**src/rtl/alu_exec_stage.sv**
```systemverilog
// Execute stage: the ALU result is computed when an operand set is accepted,
// then queued in a 2-entry skid buffer; condition codes load when an entry retires.
module alu_exec_stage #(
  parameter int WIDTH = 16
) (
  input  logic             clk,
  input  logic             reset,
  input  logic             flush,
  input  logic             in_valid,
  output logic             in_ready,
  input  logic [WIDTH-1:0] SR1,
  input  logic [WIDTH-1:0] SR2,
  input  logic [1:0]       ALUK,
  input  logic             LD_CC,
  output logic             out_valid,
  input  logic             out_ready,
  output logic [WIDTH-1:0] result,
  output logic [2:0]       NZP
);

  localparam logic [1:0] EMPTY = 2'd0;
  localparam logic [1:0] ONE   = 2'd1;
  localparam logic [1:0] FULL  = 2'd2;

  typedef struct packed {
    logic [WIDTH-1:0] res;
    logic             ld_cc;
  } entry_t;

  logic [1:0]       state;
  entry_t           head, tail;
  logic [WIDTH-1:0] alu;
  logic             accept, retire;

  always_comb begin
    alu = '0;
    case (ALUK)
      2'b00:   alu = SR1 + SR2;
      2'b01:   alu = SR1 & SR2;
      2'b10:   alu = ~SR1;
      default: alu = SR1;
    endcase
  end

  // Handshake signals come from registered state only.
  assign in_ready  = (state != FULL);
  assign out_valid = (state != EMPTY);
  assign result    = out_valid ? head.res : '0;
  assign accept    = in_valid && in_ready;
  assign retire    = out_valid && out_ready;

  always_ff @(posedge clk) begin
    if (reset) begin
      state <= EMPTY;
      head  <= '0;
      tail  <= '0;
      NZP   <= 3'b010;
    end else if (flush) begin
      state <= EMPTY;
      head  <= '0;
      tail  <= '0;
    end else begin
      if (retire && head.ld_cc) begin
        if (head.res[WIDTH-1])   NZP <= 3'b100;
        else if (head.res == '0) NZP <= 3'b010;
        else                     NZP <= 3'b001;
      end
      case (state)
        EMPTY: begin
          if (accept) begin
            head  <= '{res: alu, ld_cc: LD_CC};
            state <= ONE;
          end
        end
        ONE: begin
          if (accept && retire) begin
            head <= '{res: alu, ld_cc: LD_CC};
          end else if (accept) begin
            tail  <= '{res: alu, ld_cc: LD_CC};
            state <= FULL;
          end else if (retire) begin
            head  <= '0;
            state <= EMPTY;
          end
        end
        FULL: begin
          if (retire) begin
            head  <= tail;
            tail  <= '0;
            state <= ONE;
          end
        end
        default: state <= EMPTY;
      endcase
    end
  end

endmodule

```
**config.mk**
```make
export PLATFORM = sky130hd
export DESIGN_NAME = alu_exec_stage
export DESIGN_NICKNAME = d
export VERILOG_FILES = /design/src/rtl/alu_exec_stage.sv
export SDC_FILE = /design/constraint.sdc
export NUM_CORES = 1
export LEC_CHECK = 0
export BUFFER_PORTS_ARGS = -buffer_cell sky130_fd_sc_hd__buf_2
export CORE_UTILIZATION = 55
export DETAILED_ROUTE_END_ITERATION = 10
export PLACE_DENSITY = 0.76
export SYNTH_ARGS = -nofsm -noshare
export SYNTH_HDL_FRONTEND = slang
export SYNTH_SLANG_ARGS = --single-unit
```
**constraint.sdc**
```tcl
create_clock -name clk -period 2.6 [get_ports clk]
set_input_delay 0.52 -clock clk [delete_from_list [all_inputs] [get_ports clk]]
set_output_delay 0.52 -clock clk [all_outputs]
set_load 0.02 [all_outputs]
```
# ---- Word-level counts from Yosys, hierarchy flattened
# Cells that the tools add are included.
dict set report classes {
  add_sub_neg 1
  n_mul 0
  div_mod_pow 0
  order_cmp 0
  n_eq_ne 12
  shift 0
  mux 18
  bitwise_logic 3
  reduce_logical 15
}
# operator count
set ops {}
lappend ops {{$mux W17} 6}
lappend ops {{$pmux W17 S3} 1}
lappend ops {{$pmux W16 S3} 1}
lappend ops {{$pmux W17 S2} 1}
lappend ops {{$add A16 B16 Y16} 1}
lappend ops {{$and A16 B16 Y16} 1}
lappend ops {{$logic_not A16 Y1} 1}
lappend ops {{$mux W16} 1}
lappend ops {{$not A16 Y16} 1}
lappend ops {{$mux W2} 6}
lappend ops {{$ne A2 B2 Y1 const B} 5}
lappend ops {{$ne A3 B3 Y1 const B} 3}
lappend ops {{$reduce_and A4 Y1} 2}
lappend ops {{$pmux W2 S3} 1}
lappend ops {{$reduce_and A5 Y1} 1}
lappend ops {{$eq A2 B1 Y1 const B} 2}
lappend ops {{$eq A2 B2 Y1 const B} 2}
lappend ops {{$logic_and A1 B1 Y1} 4}
lappend ops {{$logic_not A2 Y1} 2}
lappend ops {{$reduce_bool A2 Y1} 2}
lappend ops {{$mux W3} 1}
lappend ops {{$reduce_bool A3 Y1} 1}
lappend ops {{$reduce_and A2 Y1} 1}
lappend ops {{$reduce_or A2 Y1} 1}
lappend ops {{$not A1 Y1} 1}
dict set report word_totals {
  register_bits 39
  latch_bits 0
  ramBits 0
  rom_bits 0
  in_bits 40
  output_inout_bits 21
  word_cells 55
  memories 0
}

# ---- Longest topological paths before layout
# Gate-level depths: netlist of the first run.
dict set report logic_depth {
  word_depth 6
  ltp_mapped 10
  mapped_depth_nobuf 8
}

# ---- Least setup slack after synthesis of the first run
# OpenSTA, ideal clock, no wires.
dict set report synth_timing {
  path_type {in2reg}
  start {input port SR1[0]}
  end {register head[15] (netlist name)}
  setup_time_ns 0.078
  arrival_ns 2.337
  setup_slack_ns 0.186
  cell_stages 8
  n_path_buf 0
  path_cell_list {ha_1 fa_1 a21oi_1 o211ai_1 a2111oi_0 o21ai_1 and3b_1 nor3_1}
}
dict set report synth_between {
  elab_chain_cells 4
  elab_cells_between_ends 5
}
# item line
set synth_lines {}
lappend synth_lines {{start: declaration} 11} ;# input logic [WIDTH-1:0] SR1,
lappend synth_lines {{$add A16 B16 Y16 (*)} 38} ;# 2'b00: alu = SR1 + SR2;
lappend synth_lines {{$pmux W16 S3 (*)} 37} ;# case (ALUK)
lappend synth_lines {{$mux W17 (on tied branches)} {76, 70}}
lappend synth_lines {{$pmux W17 S3 (*)} 68} ;# case (state)
lappend synth_lines {{end signal: assignment} 71} ;# head <= '{res: alu, ld_cc: LD_CC};
lappend synth_lines {{end signal: assignment} 77} ;# head <= '{res: alu, ld_cc: LD_CC};
lappend synth_lines {{end signal: assignment} 88} ;# head <= tail;
lappend synth_lines {{end: declaration} 31} ;# entry_t head, tail;
# Every way passes the cells marked *; elsewhere a longest branch is shown, timed or not. The select of a mux whose other input is x is not followed.
# A chain may end at the register's enable or synchronous reset.

# ---- Worst setup path after layout of the first run
# Ends and elaborated chain as after synthesis.

==> impl_results.md, run 1 <==
- CTS tree: done
- Drt via density: 6.01
- I/O Buffers: 60
- I/O pins: 61
- CP max stage cell: fa_1
- Worst-path cell chain: buf_2 -> ha_1 -> fa_1 -> a21oi_1 -> o211ai_1 -> a2111oi_1 -> o21ai_1 -> and3b_1 -> nor3_1
- Hold Path Stages: 2
- Height of the die: 78.9 um
- Area of the core: 5610 um^2
- Fill count: 536
- Reg2reg path depth: 8
- Adder-cell area share of the yosys netlist: 8.69%
- Worst R2R End: tail[15]
- Fin crit share: 91.3%
- H-tree depth: 2
- CTS Hold Bufs: 0
- Initial DRC Count: 230
- Hold slack final: 0.433 ns
- CP Class: input pin to register
- Required time worst endpoint: 2.82 ns
- Num rows: 27
- Worst reg2reg setup slack: 0.35 ns
- Ant. Diodes: 0
- Leading cell type in the layout, fill and taps excluded: buf_2
- Mux contribution to synthesized area: 1.23%
- Post-DP HPWL: 6360 um
- Sequential share of the synthesized area: 24.0%
- Initial antenna violation count: 0
- HP Class: input pin to register
- CP max FO: 4
- First-pass detailed-route iteration total: 5
- Max Cap Viol: 0
- RSZ-0062 raised after global routing: no
- RePlAce Congestion: 0.878
- Power Total: 1.70 mW
- Clk_lat worst skew: 0.30 ns
- CP max stage delay: 0.41 ns
- PwrDens: 453 nW/um^2
- Number of synthesized flops with an enable pin: 0
- Vias in the first global route: 2887
- Largest family of logic cells by synthesized area: compound AO/OA/AOI/OAI gates
- Worst Hold Launch: reset
- # nets final: 540
- Asr flop ratio synth: 0%
- Cts bufs inserted: 5
- Synth Area in Compound Gates: 30.8%
- VDD IR-drop max: 0.271 mV
- Clock Tree Buf Depth: 2
- Clock tree root buffer cell: clkbuf_8
- Initial Utilization: 58.0%
- Routed vias: 3311
- DR WL/cell: 15.0 um
- First-pass GRT wire length: 13400 um
- Final worst path period need: 2.37 ns
- Clock net sink count: 39
- Cells after Synth: 416
- Count of state elements after synthesis: 39
- Post-Route WL: 8240 um
- Placed inst area: 3640 um^2
- Syn nets: 478
- Total grt overflow: 0
- Synthesis Warnings: 0
- Slew @ Worst Pin: 0.605 ns
- Final setup skew: 0.00816 ns
- Finished layout cell area: 3750 um^2
- Post-Syn Area: 3250 um^2
- Mean Syn Cell Area: 7.82 um^2
- Placed insts: 543
- Synth Area in Simple Gates: 23.1%
- Top_reg_cell synth: dfxtp_1
- Largest net degree at the start of global routing: 21
- Most frequent cells in the layout: buf_2, nand2_1, dfxtp_1, o21ai_0, nor2_1
- Final worst setup slack: 0.225 ns
- Element type at the critical path end: register
- Pins Over Slew Limit: 0
- Startpoint Class: input pin
- Final Non-Filler Cells: 551
- Outcome: finished clean
- Hold Violations, Final: 0
- P&R area growth vs syn: 15.4%
- Fmax: 421 MHz
- CTS clk-pin slew, worst paths: 0.08 ns
- Global Route Usage Sum: 26.6%
- Die Area: 6230 um^2
- DRC Markers: 0
- Final setup fails: 0
- Place WS: -0.0860 ns
- Post-synth cell types: 70
- Post-DRT Antenna Nets: 0
- Die W: 78.9 um
- Layout cell share with drive strength beyond 1: 22.3%
- Leak: 1.59 nW
- Post-Synth XOR/XNOR Area: 5.65%
- Hold EP: NZP[0]
- Max-Slew Margin vs Limit: 59.5%
- Worst EP arrival: 2.59 ns
- Reg2Reg Launch Point: state[0]
-- metrics by stage --
| step | utilization, % | TNS, ns |
|---|---|---|
| after detailed placement | 64.8 | -0.0860 |
| after floorplan | - | 0 |
| final | 67.0 | 0 |
| after global routing | 67.0 | 0 |
| after CTS | 66.9 | 0 |
| after global placement | 64.8 | -0.0491 |
-- timing repair --
item                                    CTS  global route
endpoints found under the setup margin    0             1
resized for setup                         0             1
hold endpoints to repair                  0             0
setup buffers                             0             0
-- registers in the layout (all words and copies together), names as in the netlist --
name,flops
tail,17
state,2
head,17
NZP,3
-- worst max-delay path by stage --
stage	startpoint	end	slack, ns	depth (start not counted)
final	SR1[0]	head[15]	0.23	9
after global placement	SR1[0]	head[15]	-0.05	9
after detailed placement	SR1[0]	head[15]	-0.09	9
after CTS	SR1[0]	head[15]	0.20	9
after floorplan	SR1[0]	head[15]	0.19	8
after global routing	SR1[0]	head[15]	0.03	9
-- area by class of cell --
| class | count | area, um^2 | area share [%] |
|---|---|---|---|
| multi-input cells | 340 | 2260 | 60.3 |
| flip-flops and latches | 39 | 781 | 20.8 |
| repair buffers | 82 | 465 | 12.4 |
| well taps | 72 | 90.1 | 2.40 |
| clock buffers | 6 | 82.6 | 2.20 |
| inverters | 10 | 37.5 | 1.00 |
| clock inverters | 2 | 35.0 | 0.933 |
-- layer usage --
metal	up-vias	GRT usage [%]	share of wire, %	wire length, um
met5	-	0	0	0
met4	0	8.91	1.4	117
met3	13	3.68	5.1	419
met2	111	44.6	45	3710
met1	1536	35.1	48	4000
li1	1651	-	-	-
-- cell families (layout without fill, tap and decap cells) --
kind of cell               after synthesis  in the layout
muxes                                    4              4
buffers and inverters                   37            100
DFF                                     39             39
AOI/OAI and AO/OA                      142            142
and+or+nand+nor                        151            151
adders and majority gates               22             22
xor gates and xnor gates                21             21
-- worst max-delay path, delay by kind of cell --
kind | cells | cell delay, ns
AOI/OAI and AO/OA | 4 | 0.94
adders and majority gates | 2 | 0.63
and+or+nand+nor | 2 | 0.39
buffers and inverters | 1 | 0.11
-- synthesized netlist by cell type (all sizes together) (2+ instances only) --
library cell	count	share of area [%]
xnor2	13	3.5
o21a	2	0.46
nor3	10	1.5
a221o	2	0.62
a31oi	9	1.7
a22o	5	1.3
and2	3	0.58
a32oi	4	1.3
nor4	5	0.96
and3	3	0.62
nand2b	3	0.58
nand3b	4	0.92
xor2	8	2.2
ha	21	8.1
a22oi	12	2.9
clkbuf	17	3.0
nor2b	21	4.0
a2111oi	2	0.54
nand2	41	4.7
nand3	12	2.0
mux2i	4	1.2
o311ai	2	1.1
o211ai	4	0.92
inv	10	1.2
or3	2	0.38
a21o	3	0.69
nand4	3	0.77
o2111ai	4	1.1
a221oi	6	1.6
a21oi	26	4.2
o21bai	3	0.69
or2	4	0.77
dfxtp	39	24
buf	8	1.6
o21ai	40	6.3
nor2	36	4.2
and3b	2	0.54
a211oi	6	1.8
-- power by group --
group	switching [mW]	leakage [nW]	internal, mW
Combinational	0.310	1.21	0.223
Clock	0.220	0.0612	0.311
Sequential	0.0173	0.317	0.619
Total	0.548	1.59	1.15
No activity file was read; power rests on OpenSTA's default activity.
==> run 2: changes to the inputs <==
--- a/config.mk
+++ b/config.mk
@@ -6,9 +6,11 @@
 export NUM_CORES = 1
 export LEC_CHECK = 0
 export BUFFER_PORTS_ARGS = -buffer_cell sky130_fd_sc_hd__buf_2
+export CORE_MARGIN = 2
 export CORE_UTILIZATION = 55
 export DETAILED_ROUTE_END_ITERATION = 10
 export PLACE_DENSITY = 0.76
 export SYNTH_ARGS = -nofsm -noshare
 export SYNTH_HDL_FRONTEND = slang
 export SYNTH_SLANG_ARGS = --single-unit
+export TNS_END_PERCENT = 30
==> run 2 against run 1 <==
Compared with the run above: global-route usage is 0.59 points lower; final area is 0.23% higher; non-clock buffer count is 3 higher; die area is 5.1% higher; total power is 4.8% lower; critical path type unchanged; critical endpoint unchanged.
==> impl_results.md, run 2 (same netlist as run 1, synthesis figures left out) <==
- Clock tree root buffer cell: clkbuf_8
- Slew @ Worst Pin: 0.468 ns
- Finished layout cell area: 3760 um^2
- Max Cap Viol: 0
- Switching Fraction: 32.6%
- RSZ-0062 raised after global routing: no
- CTS Hold Bufs: 0
- Setup TNS: 0 ns
- Worst EP arrival: 2.65 ns
- P&R area growth vs syn: 15.7%
- Drt via density: 5.99
- Hold slack final: 0.439 ns
- I/O Buffers: 60
- Placed inst area: 3660 um^2
- Clock net sink count: 39
- Reg2Reg Launch Point: state[0]
- Fmax: 411 MHz
- Leading cell type in the layout, fill and taps excluded: buf_2
- CTS tree: done
- Vias in the first global route: 2914
- Initial DRC Count: 297
- DRC Markers: 0
- Post_cts resized: 0
- Largest registers: head x17, tail x17, NZP x3
- Layout cell share with drive strength beyond 1: 22.6%
- Max-Slew Margin vs Limit: 68.0%
- Ant. Diodes: 0
- Final Non-Filler Cells: 557
- Initial Utilization: 55.9%
- Crit path from: SR1[0]
- Leak: 1.59 nW
- Die W: 80.9 um
- Post-DRT Antenna Nets: 0
- CP Class: input pin to register
- Postcts setup bufs: 0
- Internal: 1.09 mW
- Sequential share of power: 39.3%
- Height of the die: 80.9 um
- Final worst setup slack: 0.168 ns
- NetSw: 528 uW
- Total grt overflow: 0
- Outcome: finished clean
- # nets final: 543
- Post-DP HPWL: 6480 um
- HP Class: register to register
- First-pass GRT wire length: 13600 um
- Post-Route WL: 8240 um
- Element type at the critical path end: register
- First-pass detailed-route iteration total: 5
- Pins Over Slew Limit: 0
- Place WS: -0.162 ns
- RePlAce Congestion: 0.960
- Placed insts: 549
- Clock Tree Buf Depth: 2
- Area of the core: 5820 um^2
- CP max FO: 4
- Clock group share of total power: 27.4%
- VDD IR-drop max: 0.305 mV
- Final setup skew: 0.00617 ns
- H-tree depth: 2
- Most frequent cells in the layout: buf_2, nand2_1, dfxtp_1, o21ai_0, nor2_1
- DR WL/cell: 14.8 um
- Final setup fails: 0
- Num rows: 28
- Fin crit share: 93.6%
- Global Route Usage Sum: 26.0%
- Required time worst endpoint: 2.82 ns
- CTS clk-pin slew, worst paths: 0.07 ns
- Fill count: 540
- Comb pwr share: 33.4%
- Routed vias: 3336
- Startpoint Class: input pin
- Final worst path period need: 2.43 ns
- Die Area: 6550 um^2
- Largest net degree at the start of global routing: 19
- Worst Hold Launch: tail[9]
- Cts bufs inserted: 5
- Initial antenna violation count: 0
- I/O pins: 61
- Hold Violations, Final: 0
- Clk_lat worst skew: 0.29 ns
- PwrDens: 430 nW/um^2
-- run 2: cell types whose count changed in the layout (fill, tap and decap cells not counted), sizes merged --
cell    before  now
clkinv       1    0
bufinv       1    0
clkbuf       6    8
buf         82   85
-- run 2: worst max-delay path, stage by stage --
cell       delay [ns]
buf_2            0.11
ha_1             0.22
fa_1             0.40
a21oi_1          0.24
o211ai_1         0.21
a2111oi_1        0.40
o21ai_1          0.19
and3b_1          0.21
nor3_1           0.16
-- run 2: power groups by stage --
stage	logic [mW]	registers (mW)	clock network, mW
after floorplan	0.388	0.643	0
after global placement	0.522	0.648	0
after detailed placement	0.531	0.649	0
after CTS	0.535	0.635	0.451
after global routing	0.598	0.638	0.474
final	0.540	0.635	0.443
-- run 2: stage by stage --
| stage | utilization, % | power (mW) |
|---|---|---|
| after floorplan | - | 1.03 |
| after global placement | 63.0 | 1.17 |
| after detailed placement | 63.0 | 1.18 |
| after CTS | 64.7 | 1.62 |
| after global routing | 64.7 | 1.71 |
| final | 64.7 | 1.62 |
-- run 2: area by class of cell --
cell class / instances / area [um^2] / share of cell area (%)
multi-input cells: 340 / 2260 / 60.1
clock buffers: 8 / 100 / 2.66
flip-flops and latches: 39 / 781 / 20.7
well taps: 75 / 93.8 / 2.49
repair buffers: 85 / 488 / 13.0
inverters: 10 / 37.5 / 0.997
-- run 2: worst paths after layout --
kind,end,slack [ns],cells past startpoint
max,head[15],0.17,9
min,tail[9],0.44,2
max reg2reg,head[15],0.44,8
min reg2reg,tail[9],0.44,2
-- run 2: routing by layer --
layer | global-route usage, % | wire length [um] | vias up | share of wire [%]
met4 | 7.46 | 167 | 0 | 2.0
met5 | 0 | 0 | - | 0
met1 | 35.4 | 3800 | 1535 | 46
met2 | 42.8 | 3770 | 125 | 46
met3 | 4.00 | 506 | 17 | 6.1
li1 | - | - | 1659 | -
==> run 3: changes to the inputs <==
--- a/config.mk
+++ b/config.mk
@@ -9,6 +9,7 @@
 export CORE_MARGIN = 2
 export CORE_UTILIZATION = 55
 export DETAILED_ROUTE_END_ITERATION = 10
+export GPL_TIMING_DRIVEN = 0
 export PLACE_DENSITY = 0.76
 export SYNTH_ARGS = -nofsm -noshare
 export SYNTH_HDL_FRONTEND = slang
==> run 3 against run 2 <==
Compared with the run above: clock skew down 0.0014 ns; count of clock-buffer cells in the layout is 2 lower; largest power group unchanged; combinational power about the same; worst setup slack lost 0.016 ns; critical path depth shrank 1.
==> impl_results.md, run 3 (same netlist as run 1, synthesis figures left out) <==
- Top delay family on crit path: compound AO/OA/AOI/OAI gates
- Place WS: -0.333 ns
- Power Total: 1.71 mW
- Fin crit share: 94.2%
- Element type at the critical path end: register
- Final setup skew: 0.00477 ns
- CTS clk-pin slew, worst paths: 0.08 ns
- Clock net sink count: 39
- Global Route Usage Sum: 26.7%
- Routed vias: 3372
- Height of the die: 80.9 um
- Placed inst area: 3640 um^2
- Die Area: 6550 um^2
- First-pass detailed-route iteration total: 5
- # nets final: 544
- Required time worst endpoint: 2.77 ns
- PwrDens: 451 nW/um^2
- Slew @ Worst Pin: 0.576 ns
- Initial Utilization: 55.9%
- Fmax: 408 MHz
- CP max stage delay: 0.52 ns
- Leading cell type in the layout, fill and taps excluded: buf_2
- HP Class: register to register
- CP max FO: 5
- RePlAce Congestion: 0.892
- I/O Buffers: 59
- Die W: 80.9 um
- Total grt overflow: 0
- Final worst setup slack: 0.151 ns
- Area of the core: 5820 um^2
- P&R area growth vs syn: 16.5%
- Final worst path period need: 2.45 ns
- CP max stage cell: or4_1
- Largest registers: head x17, tail x17, NZP x3
- Clock Tree Buf Depth: 2
- Final setup fails: 0
- Num rows: 28
- Post-DP HPWL: 6590 um
- Postcts setup bufs: 0
- Max Cap Viol: 0
- I/O pins: 61
- Most frequent cells in the layout: buf_2, nand2_1, dfxtp_1, o21ai_0, nor2_1
- Initial DRC Count: 216
- First-pass GRT wire length: 13900 um
- Vias in the first global route: 2896
- H-tree depth: 2
- Initial antenna violation count: 0
- Finished layout cell area: 3790 um^2
- CTS tree: done
- Pins Over Slew Limit: 0
- Cts bufs inserted: 5
- Clock tree root buffer cell: clkbuf_8
- Max-Slew Margin vs Limit: 61.4%
- Clk_lat worst skew: 0.30 ns
- Drt via density: 6.04
- Post-DRT Antenna Nets: 0
- CP Class: input pin to register
- Ant. Diodes: 0
- CTS Hold Bufs: 0
- Hold Violations, Final: 0
- DRC Markers: 0
- Worst-path cell chain: buf_2 -> ha_1 -> a21oi_2 -> a211oi_4 -> or4_1 -> a31oi_1 -> a2bb2oi_1 -> a21oi_1
- Setup TNS: 0 ns
- Largest net degree at the start of global routing: 13
- CP Buf/Inv Count: 1
- Outcome: finished clean
- DR WL/cell: 15.4 um
- Layout cell share with drive strength beyond 1: 21.7%
- Post-Route WL: 8620 um
- Startpoint Class: input pin
- Worst EP arrival: 2.62 ns
- Leak: 1.57 nW
- VDD IR-drop max: 0.374 mV
run 3: changes by cell type in the layout (fill, tap and decap cells not counted), moves of 2 or more:
cell and delta:
buf_2 +5, clkbuf_1 +10, buf_4 -24, clkbuf_8 +2, a21oi_2 +2, a21oi_1 -2
clkbuf_2 +3
run 3: final cells by class:
class | instances | area [um^2]
fillers | 529 | 2030
well taps | 75 | 93.8
clock buffers | 6 | 82.6
plain buffers | 27 | 173
multi-input cells | 340 | 2290
repair buffers | 59 | 295
flip-flops and latches | 39 | 781
inverters | 10 | 37.5
clock inverters | 2 | 35.0
run 3: routing by layer:
| metal | global-route usage, % | wire length, um | up-vias |
|---|---|---|---|
| li1 | - | - | 1666 |
| met1 | 36.5 | 3960 | 1551 |
| met2 | 44.3 | 3990 | 142 |
| met3 | 3.56 | 550 | 13 |
| met4 | 6.78 | 113 | 0 |
| met5 | 0 | 0 | - |
run 3: worst paths after layout:
kind,to,slack (ns),from,cells past startpoint
max,head[10],0.15,SR1[2],8
min,tail[9],0.44,tail[9],2
max reg2reg,tail[15],0.17,state[0],9
min reg2reg,tail[9],0.44,tail[9],2
run 3: timing repair:
item                                   4_1_cts  5_1_grt
setup endpoints to repair                    1       12
endpoints found under the hold margin        0        0
cloned                                       0        0
gates resized for setup                      1        6
run 3: worst register-to-register path, delay by kind of cell, from the launching register on:
family	cells	cell delay, ns
compound gates	2	0.35
buf+inv	2	0.28
flops	1	0.39
simple gates	4	1.02
fa+ha+maj	1	0.29
run 3: through the flow:
stage	utilization [%]	cells	hold slack [ns]
floorplan	-	416	0.415
global placement	62.6	550	0.428
detailed placement	62.6	550	0.430
CTS	64.7	558	0.441
global route	65.2	558	0.459
finish	65.2	558	0.441
run 3: power by group:
group	internal, mW	leakage [nW]	total [mW]	switching [mW]
combinational	0.220	1.19	0.541	0.321
sequential	0.619	0.317	0.636	0.0170
clock	0.311	0.0612	0.531	0.221
total	1.15	1.57	1.71	0.559
